### src/rtl/apb_memif_bridge.sv
// APB4 completer bridging each transfer to one memory-interface request.
// Ports: clk_i/arst_ni, APB p*_i/p*_o, memory m*_o/m*_i.
module apb_memif_bridge #(
  parameter int unsigned ADDR_WIDTH     = 5,
  parameter int unsigned DATA_WIDTH     = 32,
  parameter int unsigned TIMEOUT_CYCLES = 16
) (
  input  logic                    clk_i,
  input  logic                    arst_ni,
  input  logic                    psel_i,
  input  logic                    penable_i,
  input  logic [ADDR_WIDTH-1:0]   paddr_i,
  input  logic                    pwrite_i,
  input  logic [DATA_WIDTH-1:0]   pwdata_i,
  input  logic [DATA_WIDTH/8-1:0] pstrb_i,
  output logic                    pready_o,
  output logic [DATA_WIDTH-1:0]   prdata_o,
  output logic                    pslverr_o,
  output logic                    mreq_o,
  output logic [ADDR_WIDTH-1:0]   maddr_o,
  output logic                    mwe_o,
  output logic [DATA_WIDTH-1:0]   mwdata_o,
  output logic [DATA_WIDTH/8-1:0] mstrb_o,
  input  logic                    mack_i,
  input  logic [DATA_WIDTH-1:0]   mrdata_i,
  input  logic                    mresp_i
);

  localparam int unsigned SW = DATA_WIDTH / 8;
  localparam int unsigned CW =
    (TIMEOUT_CYCLES == 0) ? 1 : $clog2(TIMEOUT_CYCLES + 1);
  localparam int unsigned TO_M1 =
    (TIMEOUT_CYCLES == 0) ? 0 : TIMEOUT_CYCLES - 1;
  localparam logic [CW-1:0] CNT_LAST = CW'(TO_M1);
  localparam logic [CW-1:0] CNT_MAX  = '1;

  typedef enum logic [1:0] {
    IDLE = 2'd0,
    REQ  = 2'd1,
    DONE = 2'd2
  } state_e;

  state_e                state_q, state_d;
  logic [ADDR_WIDTH-1:0] addr_q, addr_d;
  logic                  we_q, we_d;
  logic [DATA_WIDTH-1:0] wdata_q, wdata_d;
  logic [SW-1:0]         strb_q, strb_d;
  logic [DATA_WIDTH-1:0] rdata_q, rdata_d;
  logic                  err_q, err_d;
  logic [CW-1:0]         cnt_q, cnt_d;
  logic                  to_hit;

  assign to_hit = (TIMEOUT_CYCLES != 0) && (cnt_q == CNT_LAST);

  always_ff @(posedge clk_i or negedge arst_ni) begin
    if (!arst_ni) begin
      state_q <= IDLE;
      addr_q  <= '0;
      we_q    <= 1'b0;
      wdata_q <= '0;
      strb_q  <= '0;
      rdata_q <= '0;
      err_q   <= 1'b0;
      cnt_q   <= '0;
    end else begin
      state_q <= state_d;
      addr_q  <= addr_d;
      we_q    <= we_d;
      wdata_q <= wdata_d;
      strb_q  <= strb_d;
      rdata_q <= rdata_d;
      err_q   <= err_d;
      cnt_q   <= cnt_d;
    end
  end

  always_comb begin
    state_d = state_q;
    addr_d  = addr_q;
    we_d    = we_q;
    wdata_d = wdata_q;
    strb_d  = strb_q;
    rdata_d = rdata_q;
    err_d   = err_q;
    cnt_d   = cnt_q;
    unique case (state_q)
      IDLE: begin
        if (psel_i && !penable_i) begin
          addr_d  = paddr_i;
          we_d    = pwrite_i;
          wdata_d = pwdata_i;
          strb_d  = pwrite_i ? pstrb_i : '1;
          cnt_d   = '0;
          state_d = REQ;
        end
      end
      REQ: begin
        if (cnt_q != CNT_MAX) begin
          cnt_d = cnt_q + CW'(1);
        end
        // A vanished master cannot take a response.
        if (!psel_i) begin
          state_d = IDLE;
        end else if (mack_i) begin
          rdata_d = we_q ? '0 : mrdata_i;
          err_d   = mresp_i;
          state_d = DONE;
        end else if (to_hit) begin
          rdata_d = '0;
          err_d   = 1'b1;
          state_d = DONE;
        end
      end
      DONE: begin
        rdata_d = '0;
        err_d   = 1'b0;
        state_d = IDLE;
      end
      default: begin
        state_d = IDLE;
      end
    endcase
  end

  assign mreq_o    = (state_q == REQ);
  assign pready_o  = (state_q == DONE);
  assign prdata_o  = rdata_q;
  assign pslverr_o = err_q;
  assign maddr_o   = addr_q;
  assign mwe_o     = we_q;
  assign mwdata_o  = wdata_q;
  assign mstrb_o   = strb_q;

endmodule

### config.mk
export PLATFORM = sky130hd
export DESIGN_NAME = apb_memif_bridge
export DESIGN_NICKNAME = d
export VERILOG_FILES = /design/src/rtl/apb_memif_bridge.sv
export SDC_FILE = /design/constraint.sdc
export NUM_CORES = 1
export LEC_CHECK = 0
export CAP_MARGIN = 10
export CORE_AREA = 2 2 124 126
export CTS_CLUSTER_SIZE = 14
export DETAILED_ROUTE_END_ITERATION = 10
export DIE_AREA = 0 0 126 128
export SLEW_MARGIN = 20
export SYNTH_ARGS = -nofsm -noshare
export SYNTH_HDL_FRONTEND = slang
export SYNTH_SLANG_ARGS = --single-unit
### constraint.sdc
create_clock -name clk_i -period 1.8 [get_ports clk_i]
set_input_delay 0.54 -clock clk_i [delete_from_list [all_inputs] [get_ports clk_i]]
set_output_delay 0.54 -clock clk_i [all_outputs]
set_load 0.05 [all_outputs]
==> impl_summary.md <==
Run status
The run finished with clean final reports.

Placed design
At the end of routability-driven placement, the weighted congestion stood at 0.739. The post-place instance area is 0.00549 mm^2. The post-place setup slack is -263 ps. The count of buffers added on input and output ports is 156. The total half-perimeter wirelength after legalization and detailed placement is 6.72 mm.

Worst setup path
The launch instance of the worst register-to-register path is cnt_q[0]$_DFFE_PN0P_. In this run the worst path has a maximum fanout of 3. The startpoint type of the worst setup path is a flip-flop. Data on the critical path is required at its endpoint by 1260 ps. The capturing element type of the critical path is an output port. The kind of critical path is reg2out. The critical path starts at state_q[0]$_DFFE_PN0P_.

Data arrives at the worst endpoint at 1200 ps.

Timing
Setup total negative slack on the finished layout was measured at 0 ps. Setup violations remaining at the end of the flow were counted as 0. The normalized max-slew margin is 74.7%. The clock period could shrink to 1740 ps. The max-slew violation total from the final report is 0. The final period utilization is 96.7%.

The final setup slack of the worst path is 59.8 ps. At the pin with the least slew margin, the transition time is 379 ps. The highest clock rate is 575 MHz. The clock arrives with 9.43 ps of skew.

The final hold violation count is 0.

Clock tree
At the later pin of the worst-skew pair, clock insertion delay measures 340 ps. The clock-pin slew of the registers on the worst-case setup and hold paths is 70 ps. The H-tree was split into 3 levels. The root buffer cell is sky130_fd_sc_hd__clkbuf_16.

No sink is reached through more buffers than the 2 on the longest clock path. The total clock sinks is 82. Counting the buffers created by CTS gives 9. The clock tree from TritonCTS is built. After clock tree synthesis, the flow added hold-fix buffers numbering 0.

Synthesis
The synthesis-stage register bit count is 82. The number of different library cells in the post-synthesis netlist is 30. After technology mapping, the gate count stands at 286. Averaged over all synthesized cells, the footprint is 12.7 um^2. Sorting the synthesized cells by area gives the leading types as sky130_fd_sc_hd__dfrtp_1, sky130_fd_sc_hd__mux2_4, sky130_fd_sc_hd__mux2i_1, sky130_fd_sc_hd__mux2_2, sky130_fd_sc_hd__nand2_1. The area share of the leading cell type in the synthesized netlist is 56.5%.

The number of warnings printed during yosys synthesis is 0. The proportion of synthesized chip area in sequential cells is 56.5%. When the netlist entered floorplanning its net count stood at 372. The total standard cell area after synthesis is 0.00363 mm^2. The largest total area in the synthesized netlist belongs to sky130_fd_sc_hd__dfrtp_1.

Pwr
The power per cell area is 2130 mW/mm^2. The overall power after layout is 12.8 mW. The clock network burns 16.7% of the power. In this run, the combinational gates consume 57.8% of the power. In this run, flip-flops and latches consume 25.5% of the power.

Net switching is 44.6% of the power. The leakage power is 2.81 nW. For this design the total switching power over the nets is 5.72 mW. The internal power of the cells totals 7.11 mW. VDD sags by at most 1.16 mV.

Floorplan
The floorplan die height is 128 um. The initialized floorplan defines 45 standard-cell rows. The width of the die is 126 um.

Pin placement for this block handled 157 I/O pins. The area of the core is 0.0149 mm^2. The floorplan step defined a die boundary enclosing 0.0161 mm^2.

For this configuration, the core starts out at a cell density of 24.4%.

Global route
The number of antenna violations at the first check in global routing is 0. The number of global-route vias before repair is 2853. Entering global routing, the biggest net connects 44 pins.

Summed over all layers, the global routing overflow is 0. The global-route total usage across every layer is 11.7%. The global-route wire length before repair is 14.8 mm.

Route
After detailed routing, the number of vias per cell comes to 4.16. The first detailed-routing pass ran for 3 iterations. The number of routed nets with antenna violations is 0. After detailed routing, the number of remaining DRC violations is 0. The detailed router finished its first iteration with 58 violations. For this block, the routed nets add up to 9.80 mm of wire. The average detailed-routed wire length per instance is 14.9 um. Across all layers, the routed design uses 2728 vias.

Cells and area
The area overhead of the layout relative to synthesis is 66.0%. The share of post-route cells with drive strength above 1 is 36.8%. The finished cells cover 0.00603 mm^2.

The number of antenna diodes is 0. The filler cells instantiated in the layout total 1388. The multi-input combinational cells in the finished layout cover a total of 0.00141 mm^2. The count of nets after finishing is 549. Summing all flip-flop and latch instances after layout gives 0.00205 mm^2.

Hold path
The tightest min-delay check is of the in2async type.

Flow run
The tool flagged a number of max-cap violations equal to 0.
path summary, 6_finish.rpt:
| check | to | slack, ps | depth (start not counted) |
|---|---|---|---|
| max | pready_o | 60 | 3 |
| min | prdata_o[25]$_DFFE_PN0P_ | 120 | 1 |
| max reg2reg | prdata_o[21]$_DFFE_PN0P_ | 70 | 8 |
| min reg2reg | mstrb_o[1]$_DFFE_PN0P_ | 500 | 2 |
| max in group asynchronous | mwdata_o[10]$_DFFE_PN0P_ | 1180 | 2 |
| min in group clk_i | mstrb_o[1]$_DFFE_PN0P_ | 500 | 2 |
layer usage:
layer | vias to the layer above | share of wire (%) | global-route usage [%] | wire [um]
met5 | - | 0 | 0 | 0
met4 | 0 | 2.1 | 5.75 | 210
met3 | 15 | 8.0 | 4.13 | 787
met2 | 113 | 47 | 18.1 | 4580
met1 | 1298 | 43 | 14.6 | 4220
li1 | 1302 | - | - | -
cell usage after synthesis, drive strengths merged:
library cell,number
a31oi,1
nand2,38
a21oi,2
nand3b,1
mux2i,32
nand4b,1
nor3,3
nor2b,4
nor3b,2
inv,37
o21ai,6
a21boi,1
nor2,1
and3,6
a211o,1
o2bb2a,1
a221o,4
ha,6
mux2,40
buf,13
a2111oi,1
a21o,1
dfrtp,82
nand2b,2
power groups by stage:
stage / clock, mW / sequential [mW] / combinational [mW]
floorplan: 0 / 5.87 / 1.93
global route: 2.32 / 3.38 / 7.77
CTS: 2.23 / 3.26 / 7.04
detailed placement: 0 / 3.28 / 7.03
finish: 2.14 / 3.27 / 7.42
global placement: 0 / 3.24 / 6.94
cell type report:
| cell class | instances | area share, % |
|---|---|---|
| Clock buffer | 10 | 3.96 |
| Clock inverter | 6 | 1.87 |
| Inverter | 37 | 2.30 |
| Multi-Input combinational cell | 154 | 23.4 |
| Sequential cell | 82 | 34.0 |
| Tap cell | 188 | 3.90 |
| Timing Repair Buffer | 179 | 30.5 |
critical path: stages (launching register included):
cell                      delay (ps)
sky130_fd_sc_hd__dfrtp_1         420
sky130_fd_sc_hd__inv_2           110
sky130_fd_sc_hd__ha_4            180
sky130_fd_sc_hd__buf_12          140
per-stage QoR:
stage,util (%),std cells,hold WS (ps)
global route,40.6,656,133
global placement,37.0,632,466
floorplan,-,286,244
detailed placement,37.0,632,482
CTS,39.4,648,115
finish,40.6,656,118
cells in the final DEF, fill, tap and decap left out, drive strengths merged:
cell type,count
clkdlybuf4s50,78
o2bb2a,1
a31oi,1
dfrtp,82
nor3,3
clkbuf,13
buf,98
a211o,1
a21oi,2
a2111oi,1
nand3b,1
ha,6
clkinv,2
a221o,4
bufinv,3
mux2,40
nor2,1
nand4b,1
nor2b,4
a21boi,1
and3,6
mux2i,32
inv,38
nand2b,2
nor3b,2
nand2,38
o21ai,6
a21o,1
state kept, by name (all words and copies together) (netlist names):
| register | cells |
|---|---|
| mstrb_o | 4 |
| mwe_o | 1 |
| maddr_o | 5 |
| pslverr_o | 1 |
| state_q | 2 |
| cnt_q | 5 |
| prdata_o | 32 |
| mwdata_o | 32 |
kinds of logic (layout without fill, tap and decap cells):
kind of cell / after synthesis / after routing / share of synthesized area, %
AO/OA/AOI/OAI: 18 / 18 / 3.55
adder cells (fa/ha/maj): 6 / 6 / 2.07
buffers and inverters: 50 / 232 / 6.89
flip-flops: 82 / 82 / 56.5
multiplexers: 72 / 72 / 23.5
AND/OR/NAND/NOR: 58 / 58 / 7.51
repair_timing:
item | CTS | global route
endpoints found under the setup margin | 18 | 70
hold endpoints to repair | 0 | 0
pin swaps | 0 | 4
cloned | 0 | 5
gates resized for setup | 3 | 13
setup buffers | 0 | 3
No activity file was read; power rests on OpenSTA's default activity.
